### config.mk
export PLATFORM = sky130hd
export DESIGN_NAME = apb_master_txn_engine
export DESIGN_NICKNAME = d
export VERILOG_FILES = /design/src/rtl/apb_master_txn_engine.sv
export SDC_FILE = /design/constraint.sdc
export NUM_CORES = 1
export LEC_CHECK = 0
export ABC_AREA = 1
export CAP_MARGIN = 10
export CORE_ASPECT_RATIO = 0.8
export CORE_MARGIN = 2
export CORE_UTILIZATION = 57
export CTS_BUF_LIST = sky130_fd_sc_hd__clkbuf_8
export DETAILED_ROUTE_END_ITERATION = 8
export MAX_ROUTING_LAYER = met4
export PLACE_DENSITY = 0.82
export SLEW_MARGIN = 40
export SYNTH_ARGS = -nofsm -noshare
export SYNTH_HDL_FRONTEND = slang
export SYNTH_SLANG_ARGS = --single-unit
### constraint.sdc
create_clock -name pclk -period 6.1 [get_ports pclk]
set_clock_uncertainty 0.15 [all_clocks]
set_input_delay 0.61 -clock pclk [delete_from_list [all_inputs] [get_ports pclk]]
set_output_delay 0.61 -clock pclk [all_outputs]
set_load 0.005 [all_outputs]
### src/rtl/apb_master_txn_engine.sv
// APB3/APB4 master: queued commands become APB transfers with address-decoded PSEL,
// a wait-state timeout and a held response. Define APB_MASTER_TXN_STATS_EN for statistics outputs.
module apb_master_txn_engine #(
   parameter int ADDR_WIDTH     = 32,
   parameter int DATA_WIDTH     = 32,
   parameter int NUM_SLAVES     = 4,
   parameter int CMD_DEPTH      = 4,
   parameter int TIMEOUT_CYCLES = 16
) (
   input  logic                      pclk,
   input  logic                      preset,
   input  logic                      cmd_valid,
   output logic                      cmd_ready,
   input  logic [ADDR_WIDTH-1:0]     cmd_addr,
   input  logic                      cmd_write,
   input  logic [DATA_WIDTH-1:0]     cmd_wdata,
   input  logic [DATA_WIDTH/8-1:0]   cmd_strb,
   input  logic [2:0]                cmd_prot,
   output logic                      rsp_valid,
   input  logic                      rsp_ready,
   output logic [DATA_WIDTH-1:0]     rsp_rdata,
   output logic                      rsp_slverr,
   output logic                      rsp_timeout,
   output logic [ADDR_WIDTH-1:0]     paddr,
   output logic [NUM_SLAVES-1:0]     psel,
   output logic                      penable,
   output logic                      pwrite,
   output logic [DATA_WIDTH-1:0]     pwdata,
   output logic [DATA_WIDTH/8-1:0]   pstrb,
   output logic [2:0]                pprot,
   input  logic [DATA_WIDTH-1:0]     prdata,
   input  logic                      pready,
   input  logic                      pslverr
`ifdef APB_MASTER_TXN_STATS_EN
   ,
   output logic [15:0]               stat_wr_cnt,
   output logic [15:0]               stat_rd_cnt,
   output logic [15:0]               stat_err_cnt,
   output logic [15:0]               stat_wait_max
`endif
);

   localparam int PW       = $clog2(CMD_DEPTH);
   localparam int SW       = DATA_WIDTH / 8;
   localparam int SEL_BITS = $clog2(NUM_SLAVES);
   localparam int SEL_W    = (SEL_BITS == 0) ? 1 : SEL_BITS;
   localparam logic [15:0] WAIT_LIM = (TIMEOUT_CYCLES > 0) ? 16'(TIMEOUT_CYCLES - 1) : '0;

   typedef enum logic [1:0] {IDLE, SETUP, ACCESS} state_t;
   state_t state, state_nxt;

   logic [ADDR_WIDTH-1:0] fifo_addr  [CMD_DEPTH];
   logic                  fifo_write [CMD_DEPTH];
   logic [DATA_WIDTH-1:0] fifo_wdata [CMD_DEPTH];
   logic [SW-1:0]         fifo_strb  [CMD_DEPTH];
   logic [2:0]            fifo_prot  [CMD_DEPTH];

   logic [PW:0] wr_ptr, rd_ptr;
   logic        full, empty, push, pop;

   logic [ADDR_WIDTH-1:0] head_addr;
   logic                  head_write;
   logic [DATA_WIDTH-1:0] head_wdata;
   logic [SW-1:0]         head_strb;
   logic [2:0]            head_prot;

   logic [SEL_W-1:0]      sel_idx;
   logic                  dec_err;
   logic [NUM_SLAVES-1:0] psel_dec;

   logic [15:0] wait_cnt;
   logic        start, done, abort, dec_fail;

   // Extra pointer MSB separates full (MSBs differ) from empty (pointers equal).
   assign empty     = (wr_ptr == rd_ptr);
   assign full      = (wr_ptr[PW] != rd_ptr[PW]) && (wr_ptr[PW-1:0] == rd_ptr[PW-1:0]);
   assign cmd_ready = !full;
   assign push      = cmd_valid && cmd_ready;

   assign head_addr  = fifo_addr[rd_ptr[PW-1:0]];
   assign head_write = fifo_write[rd_ptr[PW-1:0]];
   assign head_wdata = fifo_wdata[rd_ptr[PW-1:0]];
   assign head_strb  = fifo_strb[rd_ptr[PW-1:0]];
   assign head_prot  = fifo_prot[rd_ptr[PW-1:0]];

   always_ff @(posedge pclk) begin
      if (push) begin
         fifo_addr[wr_ptr[PW-1:0]]  <= cmd_addr;
         fifo_write[wr_ptr[PW-1:0]] <= cmd_write;
         fifo_wdata[wr_ptr[PW-1:0]] <= cmd_wdata;
         fifo_strb[wr_ptr[PW-1:0]]  <= cmd_strb;
         fifo_prot[wr_ptr[PW-1:0]]  <= cmd_prot;
      end
   end

   always_ff @(posedge pclk or posedge preset) begin
      if (preset) begin
         wr_ptr <= '0;
         rd_ptr <= '0;
      end else begin
         if (push) wr_ptr <= wr_ptr + 1'b1;
         if (pop)  rd_ptr <= rd_ptr + 1'b1;
      end
   end

   generate
      if (SEL_BITS == 0) begin : g_single
         assign sel_idx = '0;
         assign dec_err = 1'b0;
      end else begin : g_multi
         assign sel_idx = head_addr[ADDR_WIDTH-1 -: SEL_W];
         assign dec_err = ({1'b0, sel_idx} >= (SEL_W + 1)'(NUM_SLAVES));
      end
   endgenerate

   assign psel_dec = (NUM_SLAVES)'(1) << sel_idx;

   always_comb begin
      state_nxt = state;
      pop       = 1'b0;
      start     = 1'b0;
      done      = 1'b0;
      abort     = 1'b0;
      dec_fail  = 1'b0;
      case (state)
         IDLE: begin
            if (!empty && !rsp_valid) begin
               pop = 1'b1;
               if (dec_err) begin
                  dec_fail = 1'b1;
               end else begin
                  start     = 1'b1;
                  state_nxt = SETUP;
               end
            end
         end
         SETUP: state_nxt = ACCESS;
         ACCESS: begin
            // pready wins over a timeout landing on the same edge
            if (pready) begin
               done      = 1'b1;
               state_nxt = IDLE;
            end else if (TIMEOUT_CYCLES > 0 && wait_cnt == WAIT_LIM) begin
               abort     = 1'b1;
               state_nxt = IDLE;
            end
         end
         default: state_nxt = IDLE;
      endcase
   end

   always_ff @(posedge pclk or posedge preset) begin
      if (preset) begin
         state    <= IDLE;
         psel     <= '0;
         penable  <= 1'b0;
         paddr    <= '0;
         pwrite   <= 1'b0;
         pwdata   <= '0;
         pstrb    <= '0;
         pprot    <= '0;
         wait_cnt <= '0;
      end else begin
         state <= state_nxt;
         if (start) begin
            psel     <= psel_dec;
            paddr    <= head_addr;
            pwrite   <= head_write;
            pwdata   <= head_wdata;
            pstrb    <= head_write ? head_strb : '0;
            pprot    <= head_prot;
            wait_cnt <= '0;
         end
         if (state == SETUP) penable <= 1'b1;
         if (done || abort) begin
            psel    <= '0;
            penable <= 1'b0;
            pwdata  <= '0;
            pstrb   <= '0;
         end
         if (state == ACCESS && !pready && wait_cnt != '1) wait_cnt <= wait_cnt + 1'b1;
      end
   end

   always_ff @(posedge pclk or posedge preset) begin
      if (preset) begin
         rsp_valid   <= 1'b0;
         rsp_rdata   <= '0;
         rsp_slverr  <= 1'b0;
         rsp_timeout <= 1'b0;
      end else if (done) begin
         rsp_valid   <= 1'b1;
         rsp_rdata   <= pwrite ? '0 : prdata;
         rsp_slverr  <= pslverr;
         rsp_timeout <= 1'b0;
      end else if (abort || dec_fail) begin
         rsp_valid   <= 1'b1;
         rsp_rdata   <= '0;
         rsp_slverr  <= 1'b1;
         rsp_timeout <= abort;
      end else if (rsp_valid && rsp_ready) begin
         rsp_valid <= 1'b0;
      end
   end

`ifdef APB_MASTER_TXN_STATS_EN
   logic rsp_load, rsp_is_write, rsp_err;

   assign rsp_load     = done || abort || dec_fail;
   assign rsp_is_write = dec_fail ? head_write : pwrite;
   assign rsp_err      = dec_fail || abort || (done && pslverr);

   always_ff @(posedge pclk or posedge preset) begin
      if (preset) begin
         stat_wr_cnt   <= '0;
         stat_rd_cnt   <= '0;
         stat_err_cnt  <= '0;
         stat_wait_max <= '0;
      end else begin
         if (rsp_load && rsp_is_write && stat_wr_cnt != '1)   stat_wr_cnt  <= stat_wr_cnt + 1'b1;
         if (rsp_load && !rsp_is_write && stat_rd_cnt != '1)  stat_rd_cnt  <= stat_rd_cnt + 1'b1;
         if (rsp_err && stat_err_cnt != '1)                   stat_err_cnt <= stat_err_cnt + 1'b1;
         if (state == ACCESS && !pready && wait_cnt != '1 && (wait_cnt + 1'b1) > stat_wait_max)
            stat_wait_max <= wait_cnt + 1'b1;
      end
   end
`endif

endmodule

==> flow_metrics.py <==
metrics = {
    "timing": {
        "finalHoldViolCount": 0,
        "tightest_slew_ps": 785,
        "setup_viol": 0,
        "slew_viol_final": 0,
        "finalSetupTns_ps": 0,
        "fin_crit_ps": 3530,
        "max_freq_mhz": 283,
        "fin_crit_sh": 0.579,
        "relSlewSlack": 0.477,
        "hold_ws_ps": 318,
        "rsz0062_at_grt": "no",
    },
    "drt": {
        "num_vias": 11486,
        "wl_met1_mm": 16.3,
        "vias_per_cell": 5.62,
        "drt-total-wl_mm": 38.5,
        "ant_nets": 0,
        "top_layer_used": "met4",
        "wl_per_cell_microns": 18.8,
        "route.met3.wl_mm": 3.16,
        "wl_met2_mm": 18.2,
        "drt_iter0_markers": 1043,
        "dr.pass1.iters": 7,
        "drc": 0,
    },
    "clocking": {
        "cts_max_level": 2,
        "numCtsBuffers": 61,
        "cts_resized": 0,
        "clk_pin_slew_ps": 70,
        "clk_path_buf_depth": 3,
        "clkLatencyLatePin_ps": 600,
        "cts_tree": "done",
        "cts_hold_buf": 0,
        "cts_root_buf": "clkbuf_8",
        "clock-sinks": 424,
        "cts_setup_buffers": 0,
    },
    "worst_setup_path": {
        "critPathKind": "reg2out",
        "required_ps": 5340,
        "critPathArrivalTime_ps": 2770,
        "crit_path_end_kind": "primary output",
        "path_max_fanout": 70,
        "crit_path_start_kind": "register",
    },
    "logic_synthesis": {
        "syn_area_sq_um": 16600,
        "synth_xor_area_frac": 0.00739,
        "synth.net_count": 1520,
        "syn-instance-count": 1404,
        "yosys.area_share.simple": 0.144,
        "ys_top_cells_by_area": "edfxtp_1, dfrtp_1, nand2_1",
        "synthMuxAreaShare": 0,
        "ys_ff_latch": 424,
        "syn_area_per_cell_sq_um": 11.8,
        "ys_warn_count": 0,
        "synth_compound_area_frac": 0.0826,
        "yosysUniqueCellTypes": 30,
        "seq_area_frac_synth": 0.726,
        "yosys.area.top_type": "edfxtp_1",
        "synth_top_area_frac": 0.521,
        "synth_top_family_by_area": "simple AND/OR/NAND/NOR gates",
        "synthAdderAreaFrac": 0.00452,
    },
    "floorplanning": {
        "start_util": 0.582,
        "dieArea_sq_um": 30500,
        "design.core.area_sq_um": 28500,
        "rows": 55,
        "boundaryPins": 223,
        "die_x_microns": 195,
        "die_h_microns": 157,
    },
    "finish": {
        "nets": 1739,
        "mostFrequentLayoutCell": "nand2_1",
        "nFillCells": 1917,
        "layout_common_cells": "nand2_1, edfxtp_1, clkdlybuf4s50_1",
        "area_growth_pct": 22.6,
        "antenna_cells": 0,
        "drive_above_1_share": 0.0771,
    },
    "global_route": {
        "grt_max_degree": 110,
        "grtUsageTotal": 0.260,
        "grt_pass1_vias": 11470,
        "antenna_found_initial": 0,
        "grt_overflow_total": 0,
        "grt_first_pass_wirelength_mm": 60.4,
    },
    "pwr": {
        "powerDensity_nw_per_um2": 494,
        "power.leakage_uw": 0.00802,
        "ir_worst_vdd_uv": 284,
    },
    "place": {
        "hpwl_mm": 23.0,
        "portBuffers": 222,
        "routabilityCongestion": 0.866,
    },
    "run_status": {
        "status": "complete, no violations",
    },
    "worst_hold_path": {
        "hp-class": "reg2reg",
    },
    "run": {
        "maxCapViolCount": 0,
    },
}
critical path: stages (launching register included):
cell and delay, ps:
dfrtp_4 650, inv_4 590, nand2_1 100, nand2_1 150
nand3b_1 110, clkdlybuf4s50_1 550
cell type report:
cell class              instances  area, sq um  area share
clock buffers                  77         1060      0.0521
clock inverters                37          211      0.0104
inverters                      33          139     0.00683
multi-input cells             865         4000       0.196
flip-flops and latches        424        12100       0.593
well taps                     370          463      0.0228
repair buffers                238         2420       0.119
power by group:
| group | internal, uW | leakage (uW) | switching, uW |
|---|---|---|---|
| logic | 1350 | 0.00290 | 2190 |
| registers | 3910 | 0.00437 | 346 |
| clock network | 1220 | 0.000756 | 1040 |
Yosys cell counts, drive strengths merged:
cell,instances
a21oi,36
a22o,1
and2,1
buf,51
clkbuf,31
dfrtp,136
edfxtp,288
ha,6
inv,33
nand2,330
nand3,66
nand3b,1
nand4,13
nor2,176
nor3,3
o21ai,149
o22ai,69
xnor2,4
xor2,10
state kept, by name, indices dropped and copies added (netlist names), 2 cells and up:
signal / cells
paddr: 32
state: 2
fifo_write: 4
rd_ptr: 3
fifo_addr: 128
pprot: 3
fifo_wdata: 128
rsp_rdata: 32
fifo_strb: 16
wr_ptr: 3
pstrb: 4
pwdata: 32
fifo_prot: 12
psel: 4
wait_cnt: 16
layer usage:
| layer | vias to the layer above | global-route usage |
|---|---|---|
| met2 | 538 | 0.412 |
| met1 | 5557 | 0.348 |
| li1 | 5323 | - |
| met3 | 68 | 0.0468 |
| met4 | 0 | 0.0807 |
| met5 | - | - |
per-stage QoR:
step           instances  power (uW)  utilization  worst slack, ps  instance area (sq um)
2_1_floorplan       1404        6380            -             1430                  16600
3_3_place_gp        1926        7590        0.666             2610                  19000
3_5_place_dp        1926        7750        0.666             2470                  19000
4_1_cts             2040       10000        0.711             2450                  20300
5_1_grt             2044       10600        0.714             2420                  20300
6_report            2044       10100        0.714             2570                  20300
worst paths after layout:
check,from,endpoint,slack (ps),cells after the start
max in group asynchronous,preset,pwdata[3],4300,3
setup reg to reg,rd_ptr[0],fifo_addr[2][4],2580,8
setup / recovery,rd_ptr[0],cmd_ready,2570,5
hold / removal,rsp_rdata[16],rsp_rdata[16],320,2
min in group asynchronous,preset,rsp_rdata[25],350,2
hold reg to reg,rsp_rdata[16],rsp_rdata[16],320,2
kinds of logic (layout without fill, tap and decap cells):
| logic type | Yosys count | after routing |
|---|---|---|
| and+or+nand+nor | 590 | 590 |
| xor gates and xnor gates | 14 | 14 |
| buffers and inverters | 115 | 385 |
| AOI/OAI and AO/OA | 255 | 255 |
| DFF | 424 | 424 |
| adders and majority gates | 6 | 6 |
(Power assumes the default switching activity.)
